==> config.mk <==
export PLATFORM = sky130hd
export DESIGN_NAME = shl_arbiter_flat
export DESIGN_NICKNAME = d
export VERILOG_FILES = /design/src/rtl/shl_arbiter_if.sv /design/src/rtl/shl_arbiter.sv /design/src/flat_wrapper.sv
export SDC_FILE = /design/constraint.sdc
export NUM_CORES = 1
export LEC_CHECK = 0
export CAP_MARGIN = 20
export CORE_MARGIN = 3
export CORE_UTILIZATION = 43
export CTS_CLUSTER_SIZE = 10
export DETAILED_ROUTE_END_ITERATION = 10
export PLACE_DENSITY = 0.75
export SKIP_CTS_REPAIR_TIMING = 1
export SYNTH_ARGS = -nofsm -noshare
export SYNTH_HDL_FRONTEND = slang
export SYNTH_SLANG_ARGS = --single-unit
==> constraint.sdc <==
create_clock -name clk -period 6.84 [get_ports clk]
set_clock_uncertainty 0.2 [all_clocks]
set_input_delay 1.368 -clock clk [delete_from_list [all_inputs] [get_ports clk]]
set_output_delay 1.368 -clock clk [all_outputs]
set_load 0.005 [all_outputs]
==> src/rtl/shl_arbiter_if.sv <==
// Bundle of the requester-side and shared-L_shl-side signals of the
// L_shl arbiter. The slave modport is the arbiter's view; the master
// modport is the environment (requester FSMs plus the shared L_shl unit).
interface shl_arbiter_if;
   // Requester side (four requesters packed side by side)
   logic [3:0]   reqReady;
   logic [127:0] reqVar1;
   logic [63:0]  reqNumShift;
   logic [3:0]   reqDone;
   logic [31:0]  reqResult;

   // Shared L_shl side
   logic [31:0]  L_shlOutVar1;
   logic [15:0]  L_shlNumShiftOut;
   logic         L_shlReady;
   logic [31:0]  L_shlIn;
   logic         L_shlDone;

   // Status
   logic         busy;
   logic         protoErr;

   modport slave (
      input  reqReady, reqVar1, reqNumShift, L_shlIn, L_shlDone,
      output reqDone, reqResult, L_shlOutVar1, L_shlNumShiftOut, L_shlReady,
             busy, protoErr
   );

   modport master (
      output reqReady, reqVar1, reqNumShift, L_shlIn, L_shlDone,
      input  reqDone, reqResult, L_shlOutVar1, L_shlNumShiftOut, L_shlReady,
             busy, protoErr
   );
endinterface

==> src/rtl/shl_arbiter.sv <==
// Round-robin arbiter sharing one multi-cycle L_shl unit among four
// requester FSMs. Single-cycle requests are latched into per-requester
// holding registers, issued one at a time, and the done pulse plus result
// are steered back to whichever requester owns the outstanding operation.
module shl_arbiter #(
   parameter int NREQ = 4
) (
   input  logic         clk,
   input  logic         reset,
   shl_arbiter_if.slave bus
);

   typedef enum logic {
      ST_IDLE = 1'b0,
      ST_WAIT = 1'b1
   } state_t;

   state_t          state_q, state_d;
   logic [NREQ-1:0] pending_q, pending_d;
   logic [31:0]     var1_q   [NREQ];
   logic [15:0]     nshift_q [NREQ];
   logic [1:0]      rr_ptr_q, rr_ptr_d;
   logic [1:0]      owner_q, owner_d;
   logic            proto_err_q, proto_err_d;

   logic            done_fire;
   logic [NREQ-1:0] clr_vec;
   logic [NREQ-1:0] load_vec;
   logic [NREQ-1:0] drop_vec;

   logic            win_valid;
   logic [1:0]      win_idx;

   logic            l_shl_ready;
   logic [31:0]     l_shl_var1;
   logic [15:0]     l_shl_nshift;

   // A done only counts while an operation is outstanding; a done seen in
   // IDLE (stray, or arriving after a reset) is simply ignored.
   assign done_fire = (state_q == ST_WAIT) && bus.L_shlDone;

   // Per-requester capture decisions. A new request is accepted when the
   // slot is free or is being freed this very cycle (set wins over clear);
   // otherwise it is dropped and flagged as a protocol error.
   generate
      for (genvar gi = 0; gi < NREQ; gi++) begin : g_req
         assign clr_vec[gi]  = done_fire && (owner_q == 2'(gi));
         assign load_vec[gi] = bus.reqReady[gi] && (!pending_q[gi] || clr_vec[gi]);
         assign drop_vec[gi] = bus.reqReady[gi] && pending_q[gi] && !clr_vec[gi];

         // Next pending bit: load sets, completion clears, else hold.
         always_comb begin
            pending_d[gi] = pending_q[gi];
            if (load_vec[gi]) begin
               pending_d[gi] = 1'b1;
            end else if (clr_vec[gi]) begin
               pending_d[gi] = 1'b0;
            end
         end
      end
   endgenerate

   assign proto_err_d = proto_err_q | (|drop_vec);

   // Operand holding registers, loaded only on an accepted request.
   always_ff @(posedge clk) begin
      for (int i = 0; i < NREQ; i++) begin
         if (reset) begin
            var1_q[i]   <= '0;
            nshift_q[i] <= '0;
         end else if (load_vec[i]) begin
            var1_q[i]   <= bus.reqVar1[32*i +: 32];
            nshift_q[i] <= bus.reqNumShift[16*i +: 16];
         end
      end
   end

   // Round-robin pick: first pending requester at or after rr_ptr_q,
   // wrapping. Scanning from the far end lets the nearest one win last.
   always_comb begin
      logic [1:0] cand;
      win_valid = 1'b0;
      win_idx   = rr_ptr_q;
      cand      = rr_ptr_q;
      for (int k = NREQ - 1; k >= 0; k--) begin
         cand = rr_ptr_q + 2'(k);
         if (pending_q[cand]) begin
            win_valid = 1'b1;
            win_idx   = cand;
         end
      end
   end

   // Next-state and L_shl issue logic. The issue pulse and operands are
   // combinational in IDLE so the grant goes out in the same cycle the
   // winner is selected.
   always_comb begin
      state_d      = state_q;
      rr_ptr_d     = rr_ptr_q;
      owner_d      = owner_q;
      l_shl_ready  = 1'b0;
      l_shl_var1   = '0;
      l_shl_nshift = '0;
      case (state_q)
         ST_IDLE: begin
            if (win_valid) begin
               l_shl_ready  = 1'b1;
               l_shl_var1   = var1_q[win_idx];
               l_shl_nshift = nshift_q[win_idx];
               owner_d      = win_idx;
               rr_ptr_d     = win_idx + 2'd1;
               state_d      = ST_WAIT;
            end
         end
         ST_WAIT: begin
            if (bus.L_shlDone) begin
               state_d = ST_IDLE;
            end
         end
      endcase
   end

   // State, arbitration bookkeeping and sticky error register.
   always_ff @(posedge clk) begin
      if (reset) begin
         state_q     <= ST_IDLE;
         pending_q   <= '0;
         rr_ptr_q    <= '0;
         owner_q     <= '0;
         proto_err_q <= 1'b0;
      end else begin
         state_q     <= state_d;
         pending_q   <= pending_d;
         rr_ptr_q    <= rr_ptr_d;
         owner_q     <= owner_d;
         proto_err_q <= proto_err_d;
      end
   end

   // Result is a straight pass-through of L_shlIn so the owner samples it
   // exactly as it would sample the unit directly; zero otherwise.
   assign bus.reqDone          = clr_vec;
   assign bus.reqResult        = done_fire ? bus.L_shlIn : 32'h0;
   assign bus.L_shlReady       = l_shl_ready;
   assign bus.L_shlOutVar1     = l_shl_var1;
   assign bus.L_shlNumShiftOut = l_shl_nshift;
   assign bus.busy             = (state_q == ST_WAIT) || (|pending_q);
   assign bus.protoErr         = proto_err_q;

endmodule

==> src/flat_wrapper.sv <==
// flat-port wrapper written by rule: the top's interface ports become plain ports
module shl_arbiter_flat 
#(
   parameter int NREQ = 4
)
  (clk, reset, bus_reqReady, bus_reqVar1, bus_reqNumShift, bus_L_shlIn, bus_L_shlDone, bus_reqDone, bus_reqResult, bus_L_shlOutVar1, bus_L_shlNumShiftOut, bus_L_shlReady, bus_busy, bus_protoErr);
  shl_arbiter_if bus_i ();
  input  logic clk;
  input  logic reset;
  input wire logic [$bits(bus_i.reqReady)-1:0] bus_reqReady;
  input wire logic [$bits(bus_i.reqVar1)-1:0] bus_reqVar1;
  input wire logic [$bits(bus_i.reqNumShift)-1:0] bus_reqNumShift;
  input wire logic [$bits(bus_i.L_shlIn)-1:0] bus_L_shlIn;
  input wire logic [$bits(bus_i.L_shlDone)-1:0] bus_L_shlDone;
  output wire logic [$bits(bus_i.reqDone)-1:0] bus_reqDone;
  output wire logic [$bits(bus_i.reqResult)-1:0] bus_reqResult;
  output wire logic [$bits(bus_i.L_shlOutVar1)-1:0] bus_L_shlOutVar1;
  output wire logic [$bits(bus_i.L_shlNumShiftOut)-1:0] bus_L_shlNumShiftOut;
  output wire logic [$bits(bus_i.L_shlReady)-1:0] bus_L_shlReady;
  output wire logic [$bits(bus_i.busy)-1:0] bus_busy;
  output wire logic [$bits(bus_i.protoErr)-1:0] bus_protoErr;
  assign bus_i.reqReady = bus_reqReady;
  assign bus_i.reqVar1 = bus_reqVar1;
  assign bus_i.reqNumShift = bus_reqNumShift;
  assign bus_i.L_shlIn = bus_L_shlIn;
  assign bus_i.L_shlDone = bus_L_shlDone;
  assign bus_reqDone = bus_i.reqDone;
  assign bus_reqResult = bus_i.reqResult;
  assign bus_L_shlOutVar1 = bus_i.L_shlOutVar1;
  assign bus_L_shlNumShiftOut = bus_i.L_shlNumShiftOut;
  assign bus_L_shlReady = bus_i.L_shlReady;
  assign bus_busy = bus_i.busy;
  assign bus_protoErr = bus_i.protoErr;
  shl_arbiter #(.NREQ(NREQ)) u_core (.clk(clk), .reset(reset), .bus(bus_i));
endmodule
Word-level counts from Yosys, hierarchy flattened

Memory sizes are Yosys's and may differ from the RTL's.
Index checks and enable logic that the tools add are counted.

Output and inout bits: 87
RAM bits: 192
Memories: 2
ROM bits: 0
Bits in latches: 0
Bits of input ports: 231
Logic and storage cells: 124
Flip-flop bits (word level): 10

Memories:

| name            | words | width | read ports | clocked after Yosys merged registers in | wr ports | line              | source |
|---|---|---|---|---|---|---|---|
| u_core.var1_q   | 4     | 32    | 1          | 0                                       | 4        | shl_arbiter.sv:20 | `logic [31:0] var1_q [NREQ];` |
| u_core.nshift_q | 4     | 16    | 1          | 0                                       | 4        | shl_arbiter.sv:21 | `logic [15:0] nshift_q [NREQ];` |

Order comparisons: 4
$mul: 0
Mux-type cells: 55
Eq/ne operators: 3
Divide/modulo/power cells: 0
Add/sub/neg operators: 4
Bitwise gates (word level): 10
Shift operators: 0
Reductions and logical operators: 38

Operators by type and width:

| operator                                                               | count |
|---|---|
| 32-bit two-way mux                                                     | 7 |
| 16-bit two-way mux                                                     | 6 |
| 1-bit two-way mux                                                      | 33 |
| 1-bit logical AND                                                      | 17 |
| 2-bit by 3-bit < comparator with 1-bit output (second input constant)  | 4 |
| 1-bit OR                                                               | 9 |
| 1-bit binary-select mux with 2-bit select                              | 4 |
| 1-bit zero test                                                        | 8 |
| 2-bit two-way mux                                                      | 4 |
| 2-bit nonzero test                                                     | 4 |
| 4-bit OR reduction                                                     | 2 |
| 1-bit logical OR                                                       | 5 |
| 2-bit by 1-bit adder with 2-bit output (second input constant)         | 2 |
| 2-bit adder (second input constant)                                    | 2 |
| 2-bit equality test (second input constant)                            | 2 |
| 2-bit by 1-bit equality test with 1-bit output (second input constant) | 1 |
| 2-bit zero test                                                        | 1 |
| 1-bit one-hot mux with 2 select lines                                  | 1 |
| 2-bit AND reduction                                                    | 1 |
| 1-bit NOT                                                              | 1 |

Longest topological paths before layout

Gate-level depths: netlist of run 1.
An unclocked memory read counts as a cell.

Word-level depth: 10
Gate-level depth with buffers: 8
Mapped depth without buffers: 5

Worst setup path after synthesis of run 1

OpenSTA, ideal clock, no wires.

Path kind: in2reg
Start: input bus_L_shlDone
End: memory u_core.nshift_q[0][0] (enable)
Stages: 5
Data arrival time: 3.122 ns
Slack: 3.105 ns
Path buffers: 1
Library setup time: 0.413 ns
Data required time: 6.227 ns
Cells stage by stage: buf_2 nand2_1 o31ai_1 nand2_1 nand2b_1

RTL lines:

| item            | line               | source |
|---|---|---|
| start, declared | flat_wrapper.sv:14 | `input wire logic [$bits(bus_i.L_shlDone)-1:0] bus_L_shlDone;` |
| end, declared   | shl_arbiter.sv:21  |  |

Final worst setup path of run 1

Start: register u_core.pending_q[2]
End: output bus_L_shlOutVar1[0]

Longest elaborated chain between the ends: 9
Elaborated cells on any way between the ends: 19
Classes of those cells: mux: 18; memory: 1

RTL lines:

| item                                      | line               | source |
|---|---|---|
| start, declared                           | shl_arbiter.sv:19  | `logic [NREQ-1:0] pending_q, pending_d;` |
| start signal, assigned                    | shl_arbiter.sv:133 | `pending_q <= pending_d;` |
| 1-bit binary-select mux with 2-bit select | shl_arbiter.sv:87  | `if (pending_q[cand]) begin` |
| 1-bit two-way mux (not written as such)   | shl_arbiter.sv:87  |  |
| 2-bit two-way mux (4 in series)           | shl_arbiter.sv:87  |  |
| memory read 4 x 32 bit                    | -                  |  |
| 32-bit two-way mux (*)                    | shl_arbiter.sv:106 | `if (win_valid) begin` |
| 32-bit two-way mux (*)                    | shl_arbiter.sv:104 | `case (state_q)` |
| end, declared                             | flat_wrapper.sv:17 | `output wire logic [$bits(bus_i.L_shlOutVar1)-1:0] bus_L_shlOutVar1;` |

Every way passes the cells marked *; elsewhere a longest branch is shown, timed or not. The select of a mux whose other input is x is not followed.

==> results of run 1 <==
-- metal layers --
layer	GRT usage	vias to the layer above	part of all wire
li1	-	3346	-
met1	0.2729	3413	0.41
met2	0.3705	257	0.51
met3	0.02936	46	0.056
met4	0.05531	0	0.025
met5	0	-	0
-- area by class of cell --
| type | count | area (µm²) | area share |
|---|---|---|---|
| Clock buffer | 36 | 666.9 | 0.04736 |
| Multi-Input combinational cell | 478 | 3709 | 0.2634 |
| Antenna cell | 1 | 2.502 | 0.0001777 |
| Inverter | 6 | 22.52 | 0.001599 |
| Clock inverter | 1 | 30.03 | 0.002133 |
| Timing Repair Buffer | 329 | 3328 | 0.2364 |
| Sequential cell | 202 | 5966 | 0.4237 |
| Tap cell | 285 | 356.6 | 0.02532 |
-- cells in the mapped netlist (3+ instances only) --
| cell type | instances | area [µm²] |
|---|---|---|
| a221oi_2 | 20 | 300.3 |
| a21oi_1 | 8 | 40.04 |
| edfxtp_1 | 192 | 5766 |
| inv_1 | 5 | 18.77 |
| a211oi_1 | 9 | 67.56 |
| nor2_1 | 9 | 33.78 |
| buf_6 | 8 | 90.09 |
| mux2i_1 | 48 | 480.5 |
| and2_1 | 241 | 1508 |
| nor3_1 | 3 | 15.01 |
| nor2b_1 | 4 | 25.02 |
| a221oi_1 | 28 | 245.2 |
| buf_2 | 28 | 140.1 |
| and3_1 | 33 | 206.5 |
| dfxtp_1 | 10 | 200.2 |
| clkbuf_1 | 29 | 108.9 |
| nand2_1 | 8 | 30.03 |
| a211oi_2 | 41 | 513.0 |
| nand2b_1 | 4 | 25.02 |
-- through the flow --
step,setup slack [ns],hold slack [ns],util,area [µm²]
5_1_grt,1.234,0.3872,0.6199,14080
6_report,1.399,0.3504,0.6201,14080
4_1_cts,1.447,0.3496,0.6179,14030
3_5_place_dp,1.956,0.3345,0.5872,13330
3_3_place_gp,1.972,0.3052,0.5860,13310
2_1_floorplan,3.105,0.2998,-,9991
-- worst max-delay path, delay by kind of cell (launching register included) --
| kind | cells | cell delay, ns |
|---|---|---|
| buffers and inverters | 2 | 1.29 |
| DFF | 1 | 0.42 |
| AOI/OAI and AO/OA | 3 | 0.59 |
| and+or+nand+nor | 2 | 0.96 |
-- sequential cells by signal, summed over array words and instances (netlist names) --
register	cells
u_core.rr_ptr_q	2
u_core.bus.protoErr	1
u_core.var1_q	128
u_core.nshift_q	64
u_core.owner_q	2
u_core.state_q	1
u_core.pending_q	4
-- power groups by stage --
stage               Sequential [W]  Combinational [W]  Clock [W]
floorplan                  0.00151           0.000460          0
global placement           0.00152           0.000827          0
detailed placement         0.00153           0.000836          0
CTS                        0.00150           0.000841    0.00118
global route               0.00151           0.000902    0.00123
finish                     0.00150           0.000838    0.00116
-- logic make-up (layout without fill, tap and decap cells) --
logic type,count (synthesis),count (layout),synth area share
AND/OR/NAND/NOR,312,312,0.1920
flip-flops,202,202,0.5971
AO/OA/AOI/OAI,117,117,0.1242
buffers and inverters,73,372,0.03769
multiplexers,48,48,0.04809
XOR/XNOR,1,1,0.0008768
other,0,1,0
-- how the worst max path moves through the flow --
stage	startpoint	endpoint	slack, ns	cells after the start
2_1_floorplan	bus_L_shlDone	u_core.nshift_q[0][0]	3.10	5
6_report	u_core.pending_q[2]	bus_L_shlOutVar1[0]	1.40	7
3_5_place_dp	bus_L_shlDone	bus_reqDone[0]	1.96	4
4_1_cts	u_core.pending_q[0]	bus_L_shlOutVar1[0]	1.45	7
5_1_grt	u_core.pending_q[2]	bus_L_shlOutVar1[0]	1.23	7
3_3_place_gp	bus_L_shlDone	bus_reqDone[0]	1.97	4
==> flow_metrics.env, run 1 <==
export IMPL_grt_pass1_vias=7268
export IMPL_holdPathEnd="u_core.rr_ptr_q[0]"
export IMPL_fin_cells=1338
export IMPL_critical_path_arrival_ns=3.87
export IMPL_syn_nets=984
export IMPL_cpPeakStageDelay_ns=0.73
export IMPL_grt_use_total=0.2098
export IMPL_hold_depth=2
export IMPL_power_switching_w=0.0009043
export IMPL_seq_area_frac_synth=0.5971
export IMPL_ir_drop_uv=154.9
export IMPL_crit_chain="nor2b_1 > o21ai_4 > nand3_4 > buf_4 > a221oi_1 > a211oi_1 > clkdlybuf4s50_1"
export IMPL_num_rows=55
export IMPL_worstPathMaxFanout=55
export IMPL_synth_ff_type="edfxtp_1"
export IMPL_cp_start_kind="flip-flop"
export IMPL_wl_per_cell_um=20.43
export IMPL_power_density_nw_per_um2=248.5
export IMPL_fin_crit_ns=5.442
export IMPL_rsz0062_at_grt="no"
export IMPL_setup_viol=0
export IMPL_finalPower_w=0.003499
export IMPL_io_buffers=317
export IMPL_synth_edf_count=192
export IMPL_ant_nets=0
export IMPL_die_area_um2=25100
export IMPL_dp_hpwl_um=18020
export IMPL_grt_pass1_wl_um=40690
export IMPL_overflow=0
export IMPL_r2r_start="u_core.state_q"
export IMPL_setup_tns_ns=0
export IMPL_grt_max_degree=59
export IMPL_antenna_found_initial=0
export IMPL_gp_congestion=0.7705
export IMPL_switching_share=0.2584
export IMPL_min_path_type="reg -> reg"
export IMPL_slew_viol_final=0
export IMPL_finalHoldViolations=0
export IMPL_hold_start="u_core.rr_ptr_q[0]"
export IMPL_syn2layout_area_growth_pct=40.94
export IMPL_fillers=1762
export IMPL_io_pins=318
export IMPL_crit_required_ns=5.27
export IMPL_clock_sinks=202
export IMPL_synth_cells=753
export IMPL_synth_warnings=0
export IMPL_die_h_um=158.4
export IMPL_most_common_layout_cells="clkdlybuf4s50_1 (317), and2_1 (240), edfxtp_1 (192)"
export IMPL_worstMarginPinSlew_ns=0.9663
export IMPL_pwr_share_comb=0.239
export IMPL_period_share=0.7955
export IMPL_clkSlewWorstSetupHoldPaths_ns=0.05
export IMPL_start_util=0.4399
export IMPL_drive_gt1_frac=0.1084
export IMPL_drt_iter0_drc=444
export IMPL_clock_path_buffers=3
export IMPL_internal_power_w=0.002595
export IMPL_yosysUniqueCellTypes=40
export IMPL_reg2reg_setup_slack_ns=3.37
export IMPL_drt_total_wl_um=27340
export IMPL_path_class="reg -> out"
export IMPL_seq_power_share=0.429
export IMPL_coreArea_um2=22710
export IMPL_layout_commonest_cell="clkdlybuf4s50_1"
export IMPL_clkLatencyLatePin_ns=0.50
export IMPL_rr_worst_depth=5
export IMPL_fmax_mhz=183.8
export IMPL_drc=0
export IMPL_cts_buffers=24
export IMPL_htree_levels=1
export IMPL_first_pass_iters=5
export IMPL_clockPowerShare=0.332
export IMPL_r2r_end="u_core.var1_q[0][3]"
export IMPL_status="completed"
export IMPL_vias=7062
export IMPL_die_w_um=158.4
export IMPL_ys_async_sr_fraction=0
export IMPL_syn_area_um2=9991
export IMPL_leakage_nw=5.393
export IMPL_cpMaxStageDelayCell="buf_4"
export IMPL_root_buffer="clkbuf_16"
export IMPL_drv_cap=0
export IMPL_syn_area_per_cell_um2=13.27
export IMPL_synth_seq_cells=202
export IMPL_maxSlewHeadroom=0.3558
export IMPL_dp_cells=1298
export IMPL_nets=1272
export IMPL_tritoncts="done"
export IMPL_end_kind="output port"
export IMPL_viasPerCell=5.278
No activity file was read; power rests on OpenSTA's default activity.
==> run 2, diff against run 1 <==
--- a/config.mk
+++ b/config.mk
@@ -7,10 +7,10 @@
 export LEC_CHECK = 0
 export CAP_MARGIN = 20
 export CORE_MARGIN = 3
-export CORE_UTILIZATION = 43
+export CORE_UTILIZATION = 42
 export CTS_CLUSTER_SIZE = 10
 export DETAILED_ROUTE_END_ITERATION = 10
-export PLACE_DENSITY = 0.75
+export PLACE_DENSITY = 0.77
 export SKIP_CTS_REPAIR_TIMING = 1
 export SYNTH_ARGS = -nofsm -noshare
 export SYNTH_HDL_FRONTEND = slang
==> constraint.sdc (replaced) <==
create_clock -name clk -period 4.5 [get_ports clk]
set_clock_uncertainty 0.2 [all_clocks]
set_input_delay 0.9 -clock clk [delete_from_list [all_inputs] [get_ports clk]]
set_output_delay 0.9 -clock clk [all_outputs]
set_load 0.005 [all_outputs]
==> run 2 against run 1 <==
  * Sequential share of layout area decreased by 0.66 points
  * Flip-flop and latch count unchanged
  * Cell count increased by 2.8%
  * Via count increased by 0.11%
  * Die area increased by 2.3%
  * Non-clock buffer count increased by 12
  * Utilization increased by 0.23 points
  * Hold slack got worse by 0.0074 ns
  * Clock power increased by 53%
  * Combinational power increased by 58%
==> flow_metrics.env, run 2 (same netlist as run 1, synthesis figures left out) <==
export IMPL_status="completed"
export IMPL_most_common_layout_cells="clkdlybuf4s50_1 (317), and2_1 (240), edfxtp_1 (192)"
export IMPL_vias=7070
export IMPL_num_rows=55
export IMPL_rsz0062_at_grt="no"
export IMPL_fin_area_um2=14310
export IMPL_fmax_mhz=239.7
export IMPL_root_buffer="clkbuf_16"
export IMPL_slew_viol_final=0
export IMPL_min_path_type="reg -> reg"
export IMPL_rr_worst_depth=6
export IMPL_leakage_nw=5.495
export IMPL_r2r_start="u_core.state_q"
export IMPL_coreArea_um2=22980
export IMPL_dpl_cell_area_um2=13600
export IMPL_power_density_nw_per_um2=375.5
export IMPL_critical_path_endpoint="bus_L_shlOutVar1[5]"
export IMPL_clkSlewWorstSetupHoldPaths_ns=0.06
export IMPL_power_switching_w=0.001389
export IMPL_die_h_um=160.2
export IMPL_end_kind="output port"
export IMPL_grt_use_total=0.2173
export IMPL_finalHoldViolations=0
export IMPL_fin_crit_ns=4.173
export IMPL_htree_levels=1
export IMPL_io_buffers=317
export IMPL_gp_congestion=0.8196
export IMPL_ir_drop_uv=252.5
export IMPL_seq_power_share=0.423
export IMPL_critical_path_arrival_ns=3.07
export IMPL_antenna_found_initial=1
export IMPL_nets=1284
export IMPL_period_share=0.9272
export IMPL_dp_hpwl_um=19580
export IMPL_switching_share=0.2586
export IMPL_cp_start_kind="flip-flop"
export IMPL_grt_pass1_vias=7661
export IMPL_setup_viol=0
export IMPL_drive_gt1_frac=0.1196
export IMPL_clock_sinks=202
export IMPL_grt_pass1_wl_um=43930
export IMPL_worstMarginPinSlew_ns=0.8084
export IMPL_largest_reg_flops=128
export IMPL_critPathLaunch="u_core.pending_q[0]"
export IMPL_first_pass_iters=5
export IMPL_clockPowerShare=0.330
export IMPL_clkLatencyLatePin_ns=0.51
export IMPL_tritoncts="done"
export IMPL_grt_max_degree=60
export IMPL_clock_path_buffers=3
export IMPL_worstPathMaxFanout=19
export IMPL_internal_power_w=0.003983
export IMPL_reg_largest_list="u_core.var1_q: 128 flops, u_core.nshift_q: 64 flops, u_core.pending_q: 4 flops"
export IMPL_r2r_end="u_core.var1_q[0][12]"
export IMPL_maxSlewHeadroom=0.4594
export IMPL_path_class="reg -> out"
export IMPL_io_pins=318
export IMPL_syn2layout_area_growth_pct=43.18
export IMPL_viasPerCell=5.142
export IMPL_setup_tns_ns=0
export IMPL_layout_commonest_cell="clkdlybuf4s50_1"
export IMPL_ant_nets=0
export IMPL_reg2reg_setup_slack_ns=1.93
export IMPL_pwr_share_comb=0.246
export IMPL_drv_cap=0
export IMPL_drt_iter0_drc=441
export IMPL_largest_register="u_core.var1_q"
export IMPL_die_area_um2=25670
export IMPL_drc=0
export IMPL_start_util=0.4347
export IMPL_crit_required_ns=3.40
export IMPL_diodes=0
export IMPL_drt_total_wl_um=28610
export IMPL_cts_buffers=24
export IMPL_fillers=1834
export IMPL_wl_per_cell_um=20.81
export IMPL_fin_util=0.6224
export IMPL_die_w_um=160.2
export IMPL_overflow=0
-- run 2: power groups by stage --
stage,combinational [W],sequential [W],clock [W]
floorplan,0.000700,0.00230,0
global placement,0.00132,0.00230,0
detailed placement,0.00134,0.00231,0
CTS,0.00134,0.00227,0.00181
global route,0.00143,0.00229,0.00189
finish,0.00132,0.00227,0.00177
-- run 2: per-layer routing --
layer | vias up | part of all wire | GRT usage
li1 | 3364 | - | -
met1 | 3396 | 0.41 | 0.2783
met2 | 254 | 0.51 | 0.3827
met3 | 54 | 0.053 | 0.03268
met4 | 2 | 0.026 | 0.06351
met5 | - | 0.00070 | 0
-- run 2: through the flow --
step | setup WS (ns) | power (W) | hold WS, ns | cells
floorplan | 1.233 | 0.002997 | 0.2998 | 753
global placement | 0.6754 | 0.003629 | 0.3070 | 1340
detailed placement | 0.5934 | 0.003647 | 0.3359 | 1340
CTS | 0.1836 | 0.005421 | 0.3463 | 1375
global route | 0.08229 | 0.005600 | 0.3765 | 1375
finish | 0.3274 | 0.005372 | 0.3430 | 1375
-- run 2: final cells by class --
type / count / area, µm² / area share
sequential: 202 / 5966 / 0.4170
timing repair buffer: 341 / 3516 / 0.2458
multi-input combinational: 478 / 3710 / 0.2593
clock buffer: 34 / 669.4 / 0.04679
clock inverter: 1 / 30.03 / 0.002099
inverter: 6 / 22.52 / 0.001574
tap: 313 / 391.6 / 0.02738
-- run 2: worst min-delay path by stage --
| stage | startpoint | end | slack [ns] | cells past startpoint |
|---|---|---|---|---|
| 6_report | u_core.bus.protoErr | u_core.bus.protoErr | 0.34 | 2 |
| 5_1_grt | u_core.bus.protoErr | u_core.bus.protoErr | 0.38 | 2 |
| 4_1_cts | u_core.rr_ptr_q[0] | u_core.rr_ptr_q[0] | 0.35 | 2 |
| 3_5_place_dp | u_core.rr_ptr_q[0] | u_core.rr_ptr_q[0] | 0.34 | 2 |
| 3_3_place_gp | u_core.bus.protoErr | u_core.bus.protoErr | 0.31 | 2 |
| 2_1_floorplan | u_core.owner_q[1] | u_core.owner_q[1] | 0.30 | 2 |
-- run 2: critical path, cell delays in order (launching register included) --
cell and delay, ns:
dfxtp_1 0.35, nor2b_1 0.17, o21bai_1 0.36, and2_4 0.34, buf_4 0.31, a221oi_1 0.12
a211oi_1 0.34, clkdlybuf4s50_1 0.57
